[config.mk]
export PLATFORM = sky130hd
export DESIGN_NAME = mbs_fsk_demod_flat
export DESIGN_NICKNAME = d
export VERILOG_FILES = /design/src/rtl/mbs_fsk_demod_pkg.sv /design/src/rtl/mbs_fsk_demod_if.sv /design/src/rtl/mbs_fsk_demod_quad_step.sv /design/src/rtl/mbs_fsk_demod.sv /design/src/flat_wrapper.sv
export SDC_FILE = /design/constraint.sdc
export NUM_CORES = 1
export LEC_CHECK = 0
export CAP_MARGIN = 25
export CORE_ASPECT_RATIO = 0.8
export CORE_MARGIN = 8
export CORE_UTILIZATION = 30
export CTS_BUF_LIST = sky130_fd_sc_hd__clkbuf_4 sky130_fd_sc_hd__clkbuf_8
export DETAILED_ROUTE_END_ITERATION = 10
export PLACE_DENSITY_LB_ADDON = 0.2
export SLEW_MARGIN = 20
export SYNTH_ARGS = -nofsm -noshare
export SYNTH_HDL_FRONTEND = slang
export SYNTH_SLANG_ARGS = --single-unit
[constraint.sdc]
create_clock -name clk -period 6.3 [get_ports clk]
set_clock_uncertainty 0.2 [all_clocks]
set_input_delay 0.63 -clock clk [delete_from_list [all_inputs] [get_ports clk]]
set_output_delay 0.63 -clock clk [all_outputs]
set_load 0.005 [all_outputs]
[src/rtl/mbs_fsk_demod_pkg.sv]
// Shared constants, state encoding and quadrant lookup for the multi-bit-symbol FSK demodulator.
package mbsfsk_pkg;

    localparam logic [1:0] QUAD_0 = 2'd0;
    localparam logic [1:0] QUAD_1 = 2'd1;
    localparam logic [1:0] QUAD_2 = 2'd2;
    localparam logic [1:0] QUAD_3 = 2'd3;

    localparam int SYMB_W     = 5;
    localparam int ACC_W      = 9;
    localparam int AMB_W      = 8;
    localparam int DEF_WINDOW = 128;

    typedef enum logic [1:0] {
        SYNC_WAIT,
        ACCUM,
        EMIT
    } demod_state_e;

    // {I,Q} -> quadrant index, counter-clockwise rotation counts upward
    function automatic logic [1:0] quadOf(input logic [1:0] iq);
        logic [1:0] quad;
        case (iq)
            2'b11:   quad = QUAD_0;
            2'b01:   quad = QUAD_1;
            2'b00:   quad = QUAD_2;
            default: quad = QUAD_3;
        endcase
        return quad;
    endfunction

endpackage

[src/rtl/mbs_fsk_demod_if.sv]
// Link-side signal bundle of the FSK demodulator: quadrature inputs, ALIGN and decoded results.
interface mbs_fsk_demod_if;
    import mbsfsk_pkg::*;

    logic                     IN_REAL;
    logic                     IN_IMAG;
    logic                     ALIGN;
    logic [SYMB_W-1:0]        SYMBOL;
    logic                     VALID;
    logic                     ERROR;
    logic [ACC_W-1:0]         QCOUNT;

    modport master (
        output IN_REAL, IN_IMAG, ALIGN,
        input  SYMBOL, VALID, ERROR, QCOUNT
    );

    modport slave (
        input  IN_REAL, IN_IMAG, ALIGN,
        output SYMBOL, VALID, ERROR, QCOUNT
    );

endinterface

[src/rtl/mbs_fsk_demod_quad_step.sv]
// Registers the current and previous quadrant and classifies each sample-to-sample rotation.
module fsk_quad_step
    import mbsfsk_pkg::*;
(
    input  logic              clk,
    input  logic              reset,
    input  logic              sampleEn_i,
    input  logic [1:0]        iq_i,
    output logic signed [1:0] step_o,
    output logic              amb_o
);

    logic [1:0] quad_q;
    logic [1:0] quadPrev_q;
    logic [1:0] quadDiff;

    always_ff @(posedge clk) begin
        if (reset) begin
            quad_q     <= QUAD_0;
            quadPrev_q <= QUAD_0;
        end else if (sampleEn_i) begin
            quad_q     <= quadOf(iq_i);
            quadPrev_q <= quad_q;
        end
    end

    // A half-turn cannot be told apart from either direction, so it scores zero and is flagged
    always_comb begin
        step_o   = 2'sd0;
        amb_o    = 1'b0;
        quadDiff = quad_q - quadPrev_q;
        case (quadDiff)
            2'd1:    step_o = 2'sd1;
            2'd3:    step_o = -2'sd1;
            2'd2:    amb_o  = 1'b1;
            default: step_o = 2'sd0;
        endcase
    end

endmodule

[src/rtl/mbs_fsk_demod.sv]
// FSK receive path: synchronises the quadrature pair, counts signed quadrant steps per window
// and converts the total into a tone-cycle symbol index with range/ambiguity checking.
module mbs_fsk_demod
    import mbsfsk_pkg::*;
#(
    parameter int SAMP_DIV  = 1,
    parameter int WINDOW    = DEF_WINDOW,
    parameter int TONE_BASE = 1,
    parameter int AMB_MAX   = 4
)(
    input  logic             clk,
    input  logic             reset,
    mbs_fsk_demod_if.slave   bus
);

    localparam int DIV_W = (SAMP_DIV > 1) ? $clog2(SAMP_DIV) : 1;
    localparam int CNT_W = $clog2(WINDOW) + 1;
    localparam int RND_W = ACC_W + 1;

    localparam logic [DIV_W-1:0]        DIV_LAST = DIV_W'(SAMP_DIV - 1);
    localparam logic [CNT_W-1:0]        CNT_LAST = CNT_W'(WINDOW - 1);
    localparam logic [AMB_W-1:0]        AMB_LIM  = AMB_W'(AMB_MAX);
    localparam logic signed [RND_W-1:0] BASE_S   = RND_W'(TONE_BASE);
    localparam logic signed [RND_W-1:0] IDX_MAX  = RND_W'((1 << SYMB_W) - 1);

    logic [DIV_W-1:0] divCnt_q, divCnt_d;
    logic             pendAlign_q, pendAlign_d;
    logic             sampleStrobe;

    logic [1:0] sync1_q, sync2_q;
    logic       stb1_q, stb2_q, stb3_q;
    logic       first1_q, first2_q, first3_q;

    logic signed [1:0] step;
    logic              amb;

    demod_state_e             state_q, state_d;
    logic [CNT_W-1:0]         winCnt_q, winCnt_d;
    logic signed [ACC_W-1:0]  acc_q, acc_d;
    logic [AMB_W-1:0]         ambCnt_q, ambCnt_d;
    logic                     firstSamp_q, firstSamp_d;
    logic [SYMB_W-1:0]        symbol_q, symbol_d;
    logic                     valid_q, valid_d;
    logic                     error_q, error_d;
    logic signed [ACC_W-1:0]  qcount_q, qcount_d;

    logic signed [ACC_W-1:0]  stepExt, accSum;
    logic [AMB_W-1:0]         ambSum;
    logic signed [RND_W-1:0]  roundCyc, symIdx;
    logic                     windowBad;

    assign sampleStrobe = (divCnt_q == '0);

    // ALIGN is held pending until the next strobe, and that sample is tagged as a window start
    always_comb begin
        divCnt_d    = divCnt_q;
        pendAlign_d = pendAlign_q;
        if (bus.ALIGN) begin
            divCnt_d = '0;
        end else if (divCnt_q == DIV_LAST) begin
            divCnt_d = '0;
        end else begin
            divCnt_d = divCnt_q + DIV_W'(1);
        end
        if (bus.ALIGN) begin
            pendAlign_d = 1'b1;
        end else if (sampleStrobe) begin
            pendAlign_d = 1'b0;
        end
    end

    // The strobe and start tag ride alongside the data through the synchroniser and quadrant register
    always_ff @(posedge clk) begin
        if (reset) begin
            divCnt_q    <= '0;
            pendAlign_q <= 1'b0;
            sync1_q     <= 2'b11;
            sync2_q     <= 2'b11;
            stb1_q      <= 1'b0;
            stb2_q      <= 1'b0;
            stb3_q      <= 1'b0;
            first1_q    <= 1'b0;
            first2_q    <= 1'b0;
            first3_q    <= 1'b0;
        end else begin
            divCnt_q    <= divCnt_d;
            pendAlign_q <= pendAlign_d;
            sync1_q     <= {bus.IN_REAL, bus.IN_IMAG};
            sync2_q     <= sync1_q;
            stb1_q      <= sampleStrobe;
            stb2_q      <= stb1_q;
            stb3_q      <= stb2_q;
            first1_q    <= sampleStrobe & pendAlign_q;
            first2_q    <= first1_q;
            first3_q    <= first2_q;
        end
    end

    fsk_quad_step u_quadStep (
        .clk        (clk),
        .reset      (reset),
        .sampleEn_i (stb2_q),
        .iq_i       (sync2_q),
        .step_o     (step),
        .amb_o      (amb)
    );

    // Round-half-up divide by four turns quadrant steps into whole tone cycles
    always_comb begin
        stepExt   = ACC_W'(step);
        accSum    = acc_q + stepExt;
        ambSum    = ambCnt_q + {{(AMB_W-1){1'b0}}, amb};
        roundCyc  = (RND_W'(accSum) + RND_W'(2)) >>> 2;
        symIdx    = roundCyc - BASE_S;
        windowBad = (symIdx < 0) || (symIdx > IDX_MAX) || (ambSum > AMB_LIM);
    end

    always_comb begin
        state_d     = state_q;
        winCnt_d    = winCnt_q;
        acc_d       = acc_q;
        ambCnt_d    = ambCnt_q;
        firstSamp_d = firstSamp_q;
        symbol_d    = symbol_q;
        valid_d     = 1'b0;
        error_d     = error_q;
        qcount_d    = qcount_q;

        if (stb3_q) begin
            if (first3_q || firstSamp_q) begin
                acc_d       = '0;
                ambCnt_d    = '0;
                winCnt_d    = CNT_W'(1);
                firstSamp_d = 1'b0;
            end else if (winCnt_q == CNT_LAST) begin
                valid_d     = 1'b1;
                error_d     = windowBad;
                symbol_d    = windowBad ? '0 : symIdx[SYMB_W-1:0];
                qcount_d    = accSum;
                acc_d       = '0;
                ambCnt_d    = '0;
                winCnt_d    = '0;
                firstSamp_d = 1'b1;
            end else begin
                acc_d       = accSum;
                ambCnt_d    = ambSum;
                winCnt_d    = winCnt_q + CNT_W'(1);
            end
        end

        case (state_q)
            SYNC_WAIT: if (stb3_q)  state_d = ACCUM;
            ACCUM:     if (valid_d) state_d = EMIT;
            EMIT:      if (stb3_q)  state_d = valid_d ? EMIT : ACCUM;
            default:                state_d = SYNC_WAIT;
        endcase
    end

    always_ff @(posedge clk) begin
        if (reset) begin
            state_q     <= SYNC_WAIT;
            winCnt_q    <= '0;
            acc_q       <= '0;
            ambCnt_q    <= '0;
            firstSamp_q <= 1'b1;
            symbol_q    <= '0;
            valid_q     <= 1'b0;
            error_q     <= 1'b0;
            qcount_q    <= '0;
        end else begin
            state_q     <= state_d;
            winCnt_q    <= winCnt_d;
            acc_q       <= acc_d;
            ambCnt_q    <= ambCnt_d;
            firstSamp_q <= firstSamp_d;
            symbol_q    <= symbol_d;
            valid_q     <= valid_d;
            error_q     <= error_d;
            qcount_q    <= qcount_d;
        end
    end

    assign bus.SYMBOL = symbol_q;
    assign bus.VALID  = valid_q;
    assign bus.ERROR  = error_q;
    assign bus.QCOUNT = qcount_q;

endmodule

[src/flat_wrapper.sv]
// flat-port wrapper written by rule: the top's interface ports become plain ports
module mbs_fsk_demod_flat import mbsfsk_pkg::*;
#(
    parameter int SAMP_DIV  = 1,
    parameter int WINDOW    = DEF_WINDOW,
    parameter int TONE_BASE = 1,
    parameter int AMB_MAX   = 4
)
  (clk, reset, bus_IN_REAL, bus_IN_IMAG, bus_ALIGN, bus_SYMBOL, bus_VALID, bus_ERROR, bus_QCOUNT);
  mbs_fsk_demod_if bus_i ();
  input  logic clk;
  input  logic reset;
  input wire logic [$bits(bus_i.IN_REAL)-1:0] bus_IN_REAL;
  input wire logic [$bits(bus_i.IN_IMAG)-1:0] bus_IN_IMAG;
  input wire logic [$bits(bus_i.ALIGN)-1:0] bus_ALIGN;
  output wire logic [$bits(bus_i.SYMBOL)-1:0] bus_SYMBOL;
  output wire logic [$bits(bus_i.VALID)-1:0] bus_VALID;
  output wire logic [$bits(bus_i.ERROR)-1:0] bus_ERROR;
  output wire logic [$bits(bus_i.QCOUNT)-1:0] bus_QCOUNT;
  assign bus_i.IN_REAL = bus_IN_REAL;
  assign bus_i.IN_IMAG = bus_IN_IMAG;
  assign bus_i.ALIGN = bus_ALIGN;
  assign bus_SYMBOL = bus_i.SYMBOL;
  assign bus_VALID = bus_i.VALID;
  assign bus_ERROR = bus_i.ERROR;
  assign bus_QCOUNT = bus_i.QCOUNT;
  mbs_fsk_demod #(.SAMP_DIV(SAMP_DIV), .WINDOW(WINDOW), .TONE_BASE(TONE_BASE), .AMB_MAX(AMB_MAX)) u_core (.clk(clk), .reset(reset), .bus(bus_i));
endmodule
# Yosys cells after proc, flatten, opt, wreduce, memory -nomap -nowiden
# Index checks and enable logic that the tools add are counted.
[op_classes]
add_sub_neg = 7
mul = 0
div = 0
n_lt_le_gt_ge = 3
eq_ne = 7
n_shift = 0
mux = 15
bitwise = 4
reduce_logical = 9
[op_table]
columns = ["cell", "n"]
rows = [
  ["two-way mux 8 bit", 4],
  ["two-way mux 9 bit", 2],
  ["adder 9 x 3 -> 10 bit (second input constant)", 1],
  ["adder 9 x 2 -> 9 bit", 1],
  ["> comparator 9 x 6 -> 1 bit (second input constant)", 1],
  ["< comparator 9 x 1 -> 1 bit (second input constant)", 1],
  ["subtractor 8 x 2 -> 9 bit (second input constant)", 1],
  ["adder 8 x 1 -> 8 bit", 1],
  ["adder 8 x 1 -> 8 bit (second input constant)", 1],
  ["== test 8 x 7 -> 1 bit (second input constant)", 1],
  ["> comparator 8 x 3 -> 1 bit (second input constant)", 1],
  ["== test 2 bit (second input constant)", 3],
  ["two-way mux 1 bit", 6],
  ["case mux 2 bit (3 select lines)", 1],
  ["OR reduction 3 bit", 2],
  ["two-way mux 5 bit", 1],
  ["== test 2 x 1 -> 1 bit (second input constant)", 2],
  ["case mux 2 bit (2 select lines)", 1],
  ["logical OR 1 bit", 3],
  ["NOT 1 bit", 3],
  ["AND reduction 3 bit", 1],
  ["logical NOT 2 bit", 1],
  ["!= test 2 bit (second input constant)", 1],
  ["AND reduction 2 bit", 1],
  ["4 further kinds", 4],
]
[totals]
ff_bits = 58
latchBits = 0
ramBits = 0
romBits = 0
out_inout_bits = 16
n_memories = 0

# Longest topological paths before layout
[logic_depth]
ltp_word = 10
depth_mapped = 20

# Cells and area by module
# From an unflattened synthesis, not the netlist that was laid out.
[unflattened]
cells_unflattened = 354
hier_area_um2 = 2931.6
[by_module_without_submodules]
columns = ["mod", "instances", "cells_per_inst", "area_per_inst_um2"]
rows = [
  ["mbs_fsk_demod", 1, 330, 2707.6],
  ["fsk_quad_step", 1, 24, 224.0],
]

# Worst setup path after synthesis
# No wires, ideal clock.
[synth_path]
kind = "register to register"
startpoint = "reg u_core.u_quadStep.quad_q[0]"
endpoint = "reg u_core.symbol_q[0] (netlist: u_core.bus.SYMBOL[0])"
arrival_time_ns = 4.129
setup_slack_ns = 1.870
stages_incl_launch_ff = 21
path_buffers = 1
path_cell_list = "dfxtp_1 > inv_1 > ha_1 > buf_2 > inv_2 > ha_1 > inv_1 > fa_1 > xnor2_1 > xor2_1 > ha_1 > xor2_1 > or3_4 > nand2_1 > ha_1 > inv_1 > nor4_1 > nor3_2 > xnor2_1 > nor2_1 > o41ai_1"
[synth_via]
elab_chain_len = 10
word_cells_on_any_way = 16
classes_between = "5 x add/sub; 3 x order compare; 3 x eq/ne; 3 x mux; 2 x reduce/logical"
[synth_rtl]
columns = ["item", "line_no", "text"]
rows = [
  ["start: declaration", "mbs_fsk_demod_quad_step.sv:13", "logic [1:0] quad_q;"],
  ["start signal: assignment", "mbs_fsk_demod_quad_step.sv:22", "quad_q <= quadOf(iq_i);"],
  ["subtractor 2 bit (*)", "mbs_fsk_demod_quad_step.sv:31", "quadDiff = quad_q - quadPrev_q;"],
  ["== test 2 bit or == test 2 x 1 -> 1 bit (tied branches)", "mbs_fsk_demod_quad_step.sv:32", "case (quadDiff)"],
  ["case mux 2 bit (2 select lines) (*)", "mbs_fsk_demod_quad_step.sv:32", ""],
  ["adder 9 x 2 -> 9 bit (*)", "mbs_fsk_demod.sv:111", "accSum = acc_q + stepExt;"],
  ["via u_core.accSum[2]", "mbs_fsk_demod.sv:47", "logic signed [ACC_W-1:0] stepExt, accSum;"],
  ["adder 9 x 3 -> 10 bit (*)", "mbs_fsk_demod.sv:113", "roundCyc = (RND_W'(accSum) + RND_W'(2)) >>> 2;"],
  ["subtractor 8 x 2 -> 9 bit (*)", "mbs_fsk_demod.sv:114", "symIdx = roundCyc - BASE_S;"],
  ["< comparator 9 x 1 -> 1 bit or > comparator 9 x 6 -> 1 bit (tied branches)", "mbs_fsk_demod.sv:115", "windowBad = (symIdx < 0) || (symIdx > IDX_MAX) || (ambSum > AMB_LIM);"],
  ["logical OR 1 bit (2 in a row)", "mbs_fsk_demod.sv:115", ""],
  ["two-way mux 5 bit (*)", "mbs_fsk_demod.sv:138", "symbol_d = windowBad ? '0 : symIdx[SYMB_W-1:0];"],
  ["end signal: assignment", "mbs_fsk_demod.sv:176", "symbol_q <= symbol_d;"],
  ["end: declaration", "mbs_fsk_demod.sv:42", "logic [SYMB_W-1:0] symbol_q, symbol_d;"],
]
# The timed path passes the listed nets; every way through them passes the cells marked *.
# A chain may end at the register's enable or synchronous reset.

# Worst setup path in the final report
# Same ends and word-level chain as after synthesis.

==> summary by stage <==
STA
Setup repair after global routing left no endpoint under its margin. The maximum operating frequency is 0.1995 GHz. The final-report hold violation count is 0. In the post-route analysis, the smallest setup slack over all paths is 1.289 ns.

The number of pins exceeding their max-slew limit in the final report is 0. The setup violation total in the final timing report is 0. The worst path uses 79.54% of the clock period. At the pin with the least slew margin, the transition time is 0.9700 ns. The worst pin sits at a relative slew slack of 35.33%. The clock period minus final worst setup slack is 5.011 ns. For the final routed database, the setup TNS stands at 0 ns.

Final hold analysis gives a worst-case slack of 0.2204 ns.

Power and ir drop
The share of power burned in registers is 49.6%. The switching power as a share of total power is 23.87%. The clock share of power is 46.8%.

In this run the power density over the cells is 199.6 nW/µm². Combinational cells account for 3.7% of the total power. Internal power comes to 0.5741 mW.

After layout, the design draws a total of 0.7541 mW. The worst voltage drop across the vdd grid is 0.00008908 V. The analysis attributes to cell leakage a power of 1.411 nW.

Summed over all nets, the switching power comes to 0.1800 mW.

Critical path
The sort of element at the start of the critical path is a register. The number of buffer and inverter instances along the worst setup path is 4. At the worst endpoint, the arrival time is 5.05 ns. The cell seen most often among critical-path stages is sky130_fd_sc_hd__ha_1.

On the critical path, the stage with the largest delay is an instance of sky130_fd_sc_hd__fa_1. At the worst endpoint, the required time is 6.34 ns. The worst setup path is captured at a register. The critical path goes through inv_1 -> ha_1 -> inv_2 -> ha_1 -> inv_1 -> fa_1 -> xnor2_1 -> xor2_1 -> ha_1 -> xor2_1 -> or3_4 -> nand2_1 -> ha_1 -> inv_1 -> nor4_1 -> nor3_2 -> xnor2_1 -> nor2_1 -> o41ai_1.

The maximum cell stage delay along the critical path is 0.49 ns. The maximum fanout encountered on the critical timing path is 8. The cell family with the largest share of critical-path delay is adder cells. The critical path in this run is classified as reg -> reg.

Yosys
Synthesis inferred 58 register bits. The net count after synthesis is 413. The most used flip-flop cell after synthesis is sky130_fd_sc_hd__dfxtp_1. After synthesis, the share of flip-flops with an asynchronous set or reset is 0%.

The number of different library cells in the post-synthesis netlist is 68. In the synthesized netlist, the number of instances is 395. The synthesized area per cell is 8.258 µm². The number of synthesized flops with an enable pin is 0.

The count of warnings emitted by yosys is 0. For this run, the register share of the synthesized area comes to 35.60%. The post-synthesis instance area is 3262 µm².

Global routing
Global routing used 11.71% of the available tracks. The number of global-route vias before repair is 2661. The initial antenna violation count is 0.

Entering global routing, the biggest net connects 54 pins. The residual overflow from global routing is 0. The first-pass GRT wire length is 13500 µm.

Floorplan
The full die area is 14490 µm². The x dimension of the die is 132.6 µm. The vertical die dimension is 109.3 µm. The starting utilization of the core area is 30.43%. The number of top-level pins is 21. The count of standard-cell rows is 34. The core region is 10720 µm².

Place
The quantity of I/O buffers inserted on ports is 20. The cell area after placement is 3572 µm². Once detailed placement completed, the half-perimeter wirelength came to 5586 µm. The final weighted congestion in routability-driven placement is 0.8075. The placed instance count is 541. At the placement stage, the worst setup path has a slack of 1.349 ns.

Routing
The number of iterations in the first detailed-routing pass is 4. In this run, the number of DRC markers left after iteration 0 of detailed routing was 117. Across all layers, the routed design uses 2862 vias. In this run the remaining antenna-violating nets after routing total 0.

The total detailed-routing wirelength is 8080 µm. The via density per instance is 5.138. The number of remaining DRC errors is 0. After detailed routing, the average wire length per cell comes to 14.51 µm.

Clock network
The clock slew seen by the registers of the worst setup and hold paths is 0.07 ns. The worst-skew pair later-pin latency is 0.35 ns. The number of buffers created by CTS is 9. The library cell used as clock root buffer is sky130_fd_sc_hd__clkbuf_8.

The total of cells resized after clock tree synthesis is 0. The number of clock sinks is 58. Buffers inserted to repair hold after CTS numbered 0.

The H-tree was split into 3 levels. The deepest clock path buffer count is 2. The setup fix buffers added after clock tree synthesis is 0. The CTS tree is done.

Layout
From synthesis to final layout, the design area changed by 15.84%. The post-layout instance area is 3779 µm². The final-layout fill cell count is 1131. The share of layout cells above drive strength 1 is 9.927%. The storage element area is 1161 µm². The number of standard cells in the layout, taps in and fillers out is 557. The number of nets in the final layout is 426. The antenna cell count is 0. Once layout is complete, the utilization of the core stands at 35.25%. The area occupied by multi-input gates is 1974 µm².

Run
Across the run, the number of max-cap violations was 0.

Outcome
The run finished with clean final reports.

Worst hold path
The tightest min-delay check is of the reg -> reg type.
-- metal layers --
| layer | track usage (%) | vias up | part of all wire, % |
|---|---|---|---|
| met1 | 15.16 | 1360 | 52 |
| li1 | - | 1434 | - |
| met3 | 4.282 | 15 | 5.0 |
| met2 | 17.36 | 53 | 41 |
| met5 | 0 | - | 0 |
| met4 | 4.850 | 0 | 2.1 |
-- logic make-up after synthesis --
kind of cell	after synthesis	share of synthesized area, %
and+or+nand+nor	179	28.15
AOI/OAI and AO/OA	83	18.60
DFF	58	35.60
buffers and inverters	34	3.951
xor gates and xnor gates	23	7.135
adders and majority gates	13	5.217
muxes	4	1.228
other	1	0.1150
-- registers in the layout (all words and copies together) (netlist names), 5 cells and up --
signal,count
u_core.acc_q,9
u_core.bus.QCOUNT,9
u_core.ambCnt_q,8
u_core.bus.SYMBOL,5
u_core.winCnt_q,8
-- worst reg2reg max path, cell delays in order, from the launching register on --
cell and delay, ns:
sky130_fd_sc_hd__dfxtp_1 0.35, sky130_fd_sc_hd__inv_1 0.05, sky130_fd_sc_hd__ha_1 0.43, sky130_fd_sc_hd__inv_2 0.20, sky130_fd_sc_hd__ha_1 0.21, sky130_fd_sc_hd__inv_1 0.06, sky130_fd_sc_hd__fa_1 0.49, sky130_fd_sc_hd__xnor2_1 0.33
sky130_fd_sc_hd__xor2_1 0.25, sky130_fd_sc_hd__ha_1 0.27, sky130_fd_sc_hd__xor2_1 0.10, sky130_fd_sc_hd__or3_4 0.36, sky130_fd_sc_hd__nand2_1 0.12, sky130_fd_sc_hd__ha_1 0.23, sky130_fd_sc_hd__inv_1 0.10, sky130_fd_sc_hd__nor4_1 0.36
sky130_fd_sc_hd__nor3_2 0.10, sky130_fd_sc_hd__xnor2_1 0.24, sky130_fd_sc_hd__nor2_1 0.13, sky130_fd_sc_hd__o41ai_1 0.35
-- cell usage in the layout, fill, tap and decap left out, drive strengths merged, types with 5 or more instances in the layout --
master          n
nand4           7
o211ai          5
and3            5
nand2          38
or3             8
o41ai           5
dfxtp          58
inv            15
clkbuf         10
nand3          13
nor2           55
xor2            9
a21oi          24
or2             8
nor2b           7
a22oi           9
nor3           13
nor4            5
o21ai          11
clkdlybuf4s50  19
xnor2          12
ha             12
-- power by group through the flow --
stage / Sequential, mW / Combinational (mW) / Clock [mW]
after floorplan: 0.380 / 0.0217 / 0
after global placement: 0.382 / 0.0275 / 0
after detailed placement: 0.382 / 0.0278 / 0
after CTS: 0.374 / 0.0280 / 0.367
after global routing: 0.374 / 0.0308 / 0.386
final: 0.374 / 0.0275 / 0.353
-- final timing paths --
path	depth (start not counted)	to	from	slack, ns
max	19	u_core.bus.SYMBOL[0]$_SDFFE_PP0P_	u_core.u_quadStep.quad_q[0]$_SDFFE_PP0P_	1.29
min	1	u_core.sync2_q[0]$_SDFF_PP1_	u_core.sync1_q[0]$_SDFF_PP1_	0.22
max reg2reg	19	u_core.bus.SYMBOL[0]$_SDFFE_PP0P_	u_core.u_quadStep.quad_q[0]$_SDFFE_PP0P_	1.29
min reg2reg	1	u_core.sync2_q[0]$_SDFF_PP1_	u_core.sync1_q[0]$_SDFF_PP1_	0.22
-- synth_stat cells, drive strengths merged (5+ instances only) --
master,number,area [µm²]
a21oi,24,131.4
inv,15,56.31
nor4,5,46.29
o211ai,5,37.54
nor2,55,206.5
dfxtp,58,1161
a22oi,9,67.56
nand3,13,65.06
nand2,38,150.1
o21ai,11,55.05
or2,8,52.56
clkbuf,16,60.06
xor2,9,78.83
nor3,13,70.07
nor2b,7,43.79
ha,12,150.1
and3,5,31.28
nand4,7,43.79
or3,8,55.05
xnor2,12,105.1
o41ai,5,51.30
-- cell type report --
cell class / count / share of cell area [%]
Sequential cell: 58 / 30.73
Clock inverter: 6 / 1.755
Clock buffer: 10 / 3.642
Tap cell: 144 / 4.768
Timing Repair Buffer: 21 / 5.364
Multi-Input combinational cell: 303 / 52.25
Inverter: 15 / 1.490
(Power assumes the default switching activity.)
